[config.mk]
export PLATFORM = sky130hd
export DESIGN_NAME = serial_frame_rx
export DESIGN_NICKNAME = d
export VERILOG_FILES = /design/src/rtl/serial_frame_rx.sv
export SDC_FILE = /design/constraint.sdc
export NUM_CORES = 1
export LEC_CHECK = 0
export ABC_AREA = 0
export BUFFER_PORTS_ARGS = -buffer_cell sky130_fd_sc_hd__buf_2
export CAP_MARGIN = 20
export CORE_MARGIN = 5
export CORE_UTILIZATION = 48
export DETAILED_ROUTE_END_ITERATION = 10
export PLACE_DENSITY = 0.73
export SYNTH_ARGS = -nofsm -noshare
export SYNTH_HDL_FRONTEND = slang
export SYNTH_SLANG_ARGS = --single-unit
[constraint.sdc]
create_clock -name CLK -period 1.4 [get_ports CLK]
set_clock_uncertainty 0.05 [all_clocks]
set_input_delay 0 -clock CLK [delete_from_list [all_inputs] [get_ports CLK]]
set_output_delay 0 -clock CLK [all_outputs]
set_load 0.05 [all_outputs]
[src/rtl/serial_frame_rx.sv]
// -----------------------------------------------------------------------------
// serial_frame_rx
//
// Serial-to-parallel frame receiver. A frame is a start bit (0), WIDTH data
// bits sent LSB first, an optional even-parity bit, and a stop bit (1). The
// receiver FSM advances only on cycles where BIT_EN is high, so any bit rate
// derived from CLK can be used. The output handshake runs every CLK cycle.
//
// Optional feature macro: SERIAL_FRAME_RX_PARITY_EN
//   defined   -> a PARITY state samples an even-parity bit after the data bits
//   undefined -> no parity bit in the frame, PARITY_ERR is constant 0
//
// Ports:
//   CLK         rising-edge clock
//   RESET       asynchronous, active-high reset
//   D_IN        serial data (idle level 1)
//   BIT_EN      bit-sample strobe; the FSM and shifter act only when high
//   DATA_ACK    downstream consumed DATA_OUT
//   DATA_OUT    last good received word
//   DATA_VALID  DATA_OUT holds an unconsumed word
//   FRAME_ERR   one-cycle pulse: stop bit sampled as 0
//   OVERRUN     sticky: a good frame was dropped while DATA_VALID was set
//   PARITY_ERR  one-cycle pulse: parity mismatch
//   BUSY        FSM is not in IDLE
//
// Handshake: DATA_VALID rises on the edge that samples a good stop bit and
// stays high until a cycle with DATA_ACK=1 while DATA_VALID=1; that edge
// clears it (and OVERRUN). If a good frame completes on that same edge, the
// new word is loaded and DATA_VALID stays high. DATA_ACK with DATA_VALID=0
// has no effect.
// -----------------------------------------------------------------------------
module serial_frame_rx #(
    parameter int WIDTH = 8,
    parameter int CNT_W = 4
) (
    input  logic             CLK,
    input  logic             RESET,
    input  logic             D_IN,
    input  logic             BIT_EN,
    input  logic             DATA_ACK,
    output logic [WIDTH-1:0] DATA_OUT,
    output logic             DATA_VALID,
    output logic             FRAME_ERR,
    output logic             OVERRUN,
    output logic             PARITY_ERR,
    output logic             BUSY
);

    localparam logic [1:0] S_IDLE   = 2'd0;
    localparam logic [1:0] S_DATA   = 2'd1;
`ifdef SERIAL_FRAME_RX_PARITY_EN
    localparam logic [1:0] S_PARITY = 2'd2;
`endif
    localparam logic [1:0] S_STOP   = 2'd3;

    localparam logic [CNT_W-1:0] LAST_BIT = CNT_W'(WIDTH - 1);

    logic [1:0]       state_q, state_d;
    logic [CNT_W-1:0] cnt_q, cnt_d;
    logic [WIDTH-1:0] shift_q, shift_d;
    logic [WIDTH-1:0] data_q, data_d;
    logic             valid_q, valid_d;
    logic             frame_err_q, frame_err_d;
    logic             overrun_q, overrun_d;
    logic             par_err_q, par_err_d;
    logic             stop_good;
    logic             par_bad;

`ifdef SERIAL_FRAME_RX_PARITY_EN
    logic par_bad_q, par_bad_d;
    assign par_bad = par_bad_q;
`else
    assign par_bad = 1'b0;
`endif

    // Receive FSM and shifter: only acts on BIT_EN cycles.
    always_comb begin
        state_d     = state_q;
        cnt_d       = cnt_q;
        shift_d     = shift_q;
        frame_err_d = 1'b0;
        par_err_d   = 1'b0;
        stop_good   = 1'b0;
`ifdef SERIAL_FRAME_RX_PARITY_EN
        par_bad_d   = par_bad_q;
`endif
        if (BIT_EN) begin
            case (state_q)
                S_IDLE: begin
                    if (!D_IN) begin
                        state_d = S_DATA;
                        cnt_d   = '0;
                    end
                end
                S_DATA: begin
                    // Right shift: after WIDTH bits the first (LSB) bit sits at bit 0.
                    shift_d = {D_IN, shift_q[WIDTH-1:1]};
                    cnt_d   = cnt_q + CNT_W'(1);
                    if (cnt_q == LAST_BIT) begin
`ifdef SERIAL_FRAME_RX_PARITY_EN
                        state_d = S_PARITY;
`else
                        state_d = S_STOP;
`endif
                    end
                end
`ifdef SERIAL_FRAME_RX_PARITY_EN
                S_PARITY: begin
                    // Even parity: the parity bit equals the XOR of the data bits.
                    par_bad_d = D_IN ^ (^shift_q);
                    state_d   = S_STOP;
                end
`endif
                S_STOP: begin
                    state_d = S_IDLE;
                    if (!D_IN) begin
                        frame_err_d = 1'b1;
                    end else if (par_bad) begin
                        par_err_d = 1'b1;
                    end else begin
                        stop_good = 1'b1;
                    end
                end
                default: state_d = S_IDLE;
            endcase
        end
    end

    // Output handshake: evaluated every cycle.
    always_comb begin
        data_d    = data_q;
        valid_d   = valid_q;
        overrun_d = overrun_q;
        if (DATA_ACK && valid_q) begin
            valid_d   = 1'b0;
            overrun_d = 1'b0;
        end
        if (stop_good) begin
            if (!valid_q || DATA_ACK) begin
                data_d  = shift_q;
                valid_d = 1'b1;
            end else begin
                overrun_d = 1'b1;
            end
        end
    end

    always_ff @(posedge CLK or posedge RESET) begin
        if (RESET) begin
            state_q     <= S_IDLE;
            cnt_q       <= '0;
            shift_q     <= '0;
            data_q      <= '0;
            valid_q     <= 1'b0;
            frame_err_q <= 1'b0;
            overrun_q   <= 1'b0;
            par_err_q   <= 1'b0;
`ifdef SERIAL_FRAME_RX_PARITY_EN
            par_bad_q   <= 1'b0;
`endif
        end else begin
            state_q     <= state_d;
            cnt_q       <= cnt_d;
            shift_q     <= shift_d;
            data_q      <= data_d;
            valid_q     <= valid_d;
            frame_err_q <= frame_err_d;
            overrun_q   <= overrun_d;
            par_err_q   <= par_err_d;
`ifdef SERIAL_FRAME_RX_PARITY_EN
            par_bad_q   <= par_bad_d;
`endif
        end
    end

    assign DATA_OUT   = data_q;
    assign DATA_VALID = valid_q;
    assign FRAME_ERR  = frame_err_q;
    assign OVERRUN    = overrun_q;
    assign PARITY_ERR = par_err_q;
    assign BUSY       = (state_q != S_IDLE);

endmodule

# Word-level counts from Yosys, hierarchy flattened
# Index checks and enable logic that the tools add are counted.
# classes
add_sub_neg	1
eq_ne	5
muxes	17
n_reduce_logical	10
# ops
op	n
1-bit two-way mux	12
4-bit one-hot mux with 2 select lines	1
3-bit AND reduction	2
4-bit by 1-bit adder with 4-bit output (second input constant)	1
4-bit by 3-bit == test with 1-bit output (second input constant)	1
2-bit two-way mux	2
4-bit two-way mux	1
2-bit != test (second input constant)	2
2-bit one-hot mux with 2 select lines	1
2-bit AND reduction	2
2-bit nonzero test	2
2-bit by 1-bit == test with 1-bit output (second input constant)	1
2-bit == test (second input constant)	1
2-bit zero test	1
1-bit logical AND	1
1-bit zero test	1
1-bit logical OR	1
# word_totals
reg_bits	25
inputBits	5
output_inout_bits	13

# Depth between registers and ports, before layout
# logic_depth
depth_word	4
ltp_mapped	4

# Worst setup path before layout
# OpenSTA, ideal clock, no wires.
# synth_timing
path_type	flip-flop to flip-flop
start	register valid_q (netlist: DATA_VALID)
end	register data_q[0] (netlist: DATA_OUT[0])
setup_ns	0.125
arrival_ns	1.275
required_time_ns	1.225
setup_slack_ns	-0.050
path_stages_with_launch	3
path_buffers	0
period_less_slack_ns	1.450
cell_sequence	dfrtp_1 > a21oi_4 > mux2_2
# synth_via
elab_chain_len	3
# synth_rtl
element	line_no	rtl
start: declaration	62	logic valid_q, valid_d;
start signal: assignment	166	valid_q <= valid_d;
1-bit zero test	139	if (!valid_q || DATA_ACK) begin
1-bit logical OR	139	
2-bit AND reduction (no line)	-	
end signal: assignment	165	data_q <= data_d;
end: declaration	61	logic [WIDTH-1:0] data_q, data_d;
# No other way between the ends.
# A chain may end at the register's enable or synchronous reset.

# Final worst setup path
# layout_timing
start	input BIT_EN
end	register data_q[2] (netlist: DATA_OUT[2])
# layout_via
elab_chain_len	2
# layout_rtl
element	line_no	rtl
start: declaration	39	input logic BIT_EN,
1-bit two-way mux	87	if (BIT_EN) begin
2-bit AND reduction (no line)	-	
# No other way between the ends.

==> metrics <==
Worst path max stage delay 0.53 ns; clk root buf clkbuf_4; Synth async-reset ratio 1.000; vias per cell 5.271; full die area 3200 sq um; FP Rows 16; max-cap viol count 0; Mapped Area 1041 sq um; total vias in the final route 701; sequential power share 0.481; Filler cells 164; placement-stage cell area 1166 sq um; Final setup viols 8; clock power share 0.134; combinational share of power 0.386; Post-synth EDFFs 0; fmax 708.7 MHz; leading area contributor after synthesis dfrtp_1; Setup CP Type input port to flop; Synth Flop Type dfrtp_1; Post-DRT Antenna Nets 0; Final Slew Violations 0; Worst Hold Class input port to async pin; Top Ports 18; gpl congestion 0.8353; clk_lat worst skew 0.31 ns; gr usage total 0.1315; proportion of netlist area held by the largest area contributor 0.6010; Seq/Total Area, Yosys 0.6010; Final Cell Area 1246 sq um; post-route minimum period 1.411 ns; chip height 56.57 um; synth warn 0; remaining global-route overflow 0; Routed WL 1870 um; global-route wire length before repair 3367 um; Required @ worst endpoint 1.55 ns; hold slack 0.2164 ns; final setup margin -0.01098 ns; Max IR drop VDD 0.9941 mV; failing checks setup timing; Power Internal 1.422 mW; Static Leak 0.6296 nW; 1st-iter DRT viols 14; number of diodes 0; period utilization 1.008; Starting Density 0.5149; family with the most delay on the worst path buffers and inverters; switching share of total power 0.3964; initial antenna violation count 0; CTS max path bufs 2; crit-path max FO 8; DRC errors left 0; Fin. Hold Viols 0; Crit path buffers/inverters 2; Avg Synthesized Cell Area 13.01 sq um; pre-CTS WS 0.05239 ns; CTS sink cnt 25; First-pass DRT Iterations 4; Critical Path Source Type input port; pwr/cell area 1891 nW/um^2; Buffers on Ports 16; Synth-to-Final Area Change 19.71%; status finished, violations left; Avg WL per Cell 14.06 um; Distinct cells, synth 26; RSZ-0062 raised after global routing true; fin cells 133; largest net degree at the start of global routing 26; overall die width 56.57 um; list of most frequent post-synthesis cells dfrtp_1, mux2_2, inv_1; Arr. time, crit path 1.56 ns; Mapped Nets 86; CTS clock-pin slew for the worst setup and hold paths 0.14 ns; Synth Instances 80; # H-tree levels 1; layout net count 113; synthesized flop and latch total 25; switching pwr 0.9339 mW; Synth area leaders dfrtp_1, mux2_2, o21ai_0; area of the core 2022 sq um; CP Capture Type flop; vias in the first global route 746; Slowest-stage cell, CP dlygate4sd3_1; CTS tree yes; top-count cell post-synth dfrtp_1; Inst Count DP 124; dpl hpwl 1302 um; fraction of layout cells with a size suffix above 1 0.3962; Num CTS Buffers 3; CP cell instances dlygate4sd3_1, buf_2, nand4_1, a21oi_4, mux2_2
-- tightest hold or removal path, stage by stage --
cell and delay, ns:
dlygate4sd3_1 0.53, buf_2 0.12, inv_1 0.04, buf_4 0.29
-- layer usage --
| layer | track usage | up-vias | routed length, um |
|---|---|---|---|
| met3 | 0.02982 | 2 | 126 |
| met1 | 0.1795 | 347 | 866 |
| met4 | 0.05424 | 0 | 12 |
| met5 | 0 | - | 0 |
| met2 | 0.1997 | 19 | 865 |
| li1 | - | 333 | - |
-- cell usage in the layout, fill, tap and decap left out, drive strengths merged, types with 2 or more instances in the layout --
cell / instances
buf: 20
dlygate4sd3: 4
a21oi: 5
clkbuf: 3
mux2: 15
inv: 7
and3: 2
nand2: 3
dfrtp: 25
o21ai: 6
-- state kept, by name (all words and copies together), names as in the netlist --
name / cells
DATA_OUT: 8
DATA_VALID: 1
FRAME_ERR: 1
OVERRUN: 1
cnt_q: 4
shift_q: 8
state_q: 2
-- power groups by stage --
stage               clock network [mW]  registers, mW  logic (mW)
global placement                     0           1.13       0.878
CTS                              0.326           1.13       0.913
global route                     0.363           1.16       0.989
floorplan                            0           1.40       0.419
finish                           0.315           1.13       0.909
detailed placement                   0           1.15       0.904
-- stage by stage --
step,util,setup TNS (ns),power [mW]
after floorplan,-,0,1.823
after global placement,0.5767,0,2.013
after detailed placement,0.5767,0,2.049
after CTS,0.6101,0,2.370
after global routing,0.6163,-0.3703,2.516
final,0.6163,-0.05986,2.356
-- repair_timing --
item / CTS / global route
endpoints found under the hold margin: 31 / 0
gates resized for setup: 0 / 1
endpoints found under the setup margin: 0 / 14
hold buffers: 4 / 0
buffers inserted: 0 / 1
-- path summary, 6_finish.rpt --
| kind | slack [ns] | start | cells after the start | end |
|---|---|---|---|---|
| setup reg to reg | 0.02 | state_q[0]$_DFFE_PP0P_ | 3 | DATA_OUT[2]$_DFFE_PP0P_ |
| max in group asynchronous | 0.84 | RESET | 4 | DATA_VALID$_DFF_PP0_ |
| hold reg to reg | 0.47 | cnt_q[0]$_DFFE_PP0P_ | 1 | cnt_q[0]$_DFFE_PP0P_ |
| hold / removal | 0.22 | RESET | 4 | shift_q[6]$_DFFE_PP0P_ |
| setup / recovery | -0.01 | BIT_EN | 5 | DATA_OUT[2]$_DFFE_PP0P_ |
| min in group CLK | 0.36 | DATA_ACK | 3 | OVERRUN$_DFF_PP0_ |
-- final cells by class --
| type | count | area (sq um) | area share |
|---|---|---|---|
| multi-input combinational | 46 | 381.6 | 0.3062 |
| inverter | 7 | 26.28 | 0.02108 |
| sequential | 25 | 626.9 | 0.5030 |
| clock buffer | 3 | 22.52 | 0.01807 |
| tap | 27 | 33.78 | 0.02711 |
| timing repair buffer | 24 | 150.1 | 0.1205 |
| clock inverter | 1 | 5.005 | 0.004016 |
-- cell families after synthesis --
| group | after synthesis | synth area share |
|---|---|---|
| other | 1 | 0.003602 |
| adder cells (fa/ha/maj) | 1 | 0.01202 |
| buffers and inverters | 9 | 0.03726 |
| flip-flops | 25 | 0.6010 |
| AND/OR/NAND/NOR | 13 | 0.07815 |
| multiplexers | 16 | 0.1719 |
| AO/OA/AOI/OAI | 15 | 0.09617 |
No activity file was read; power rests on OpenSTA's default activity.
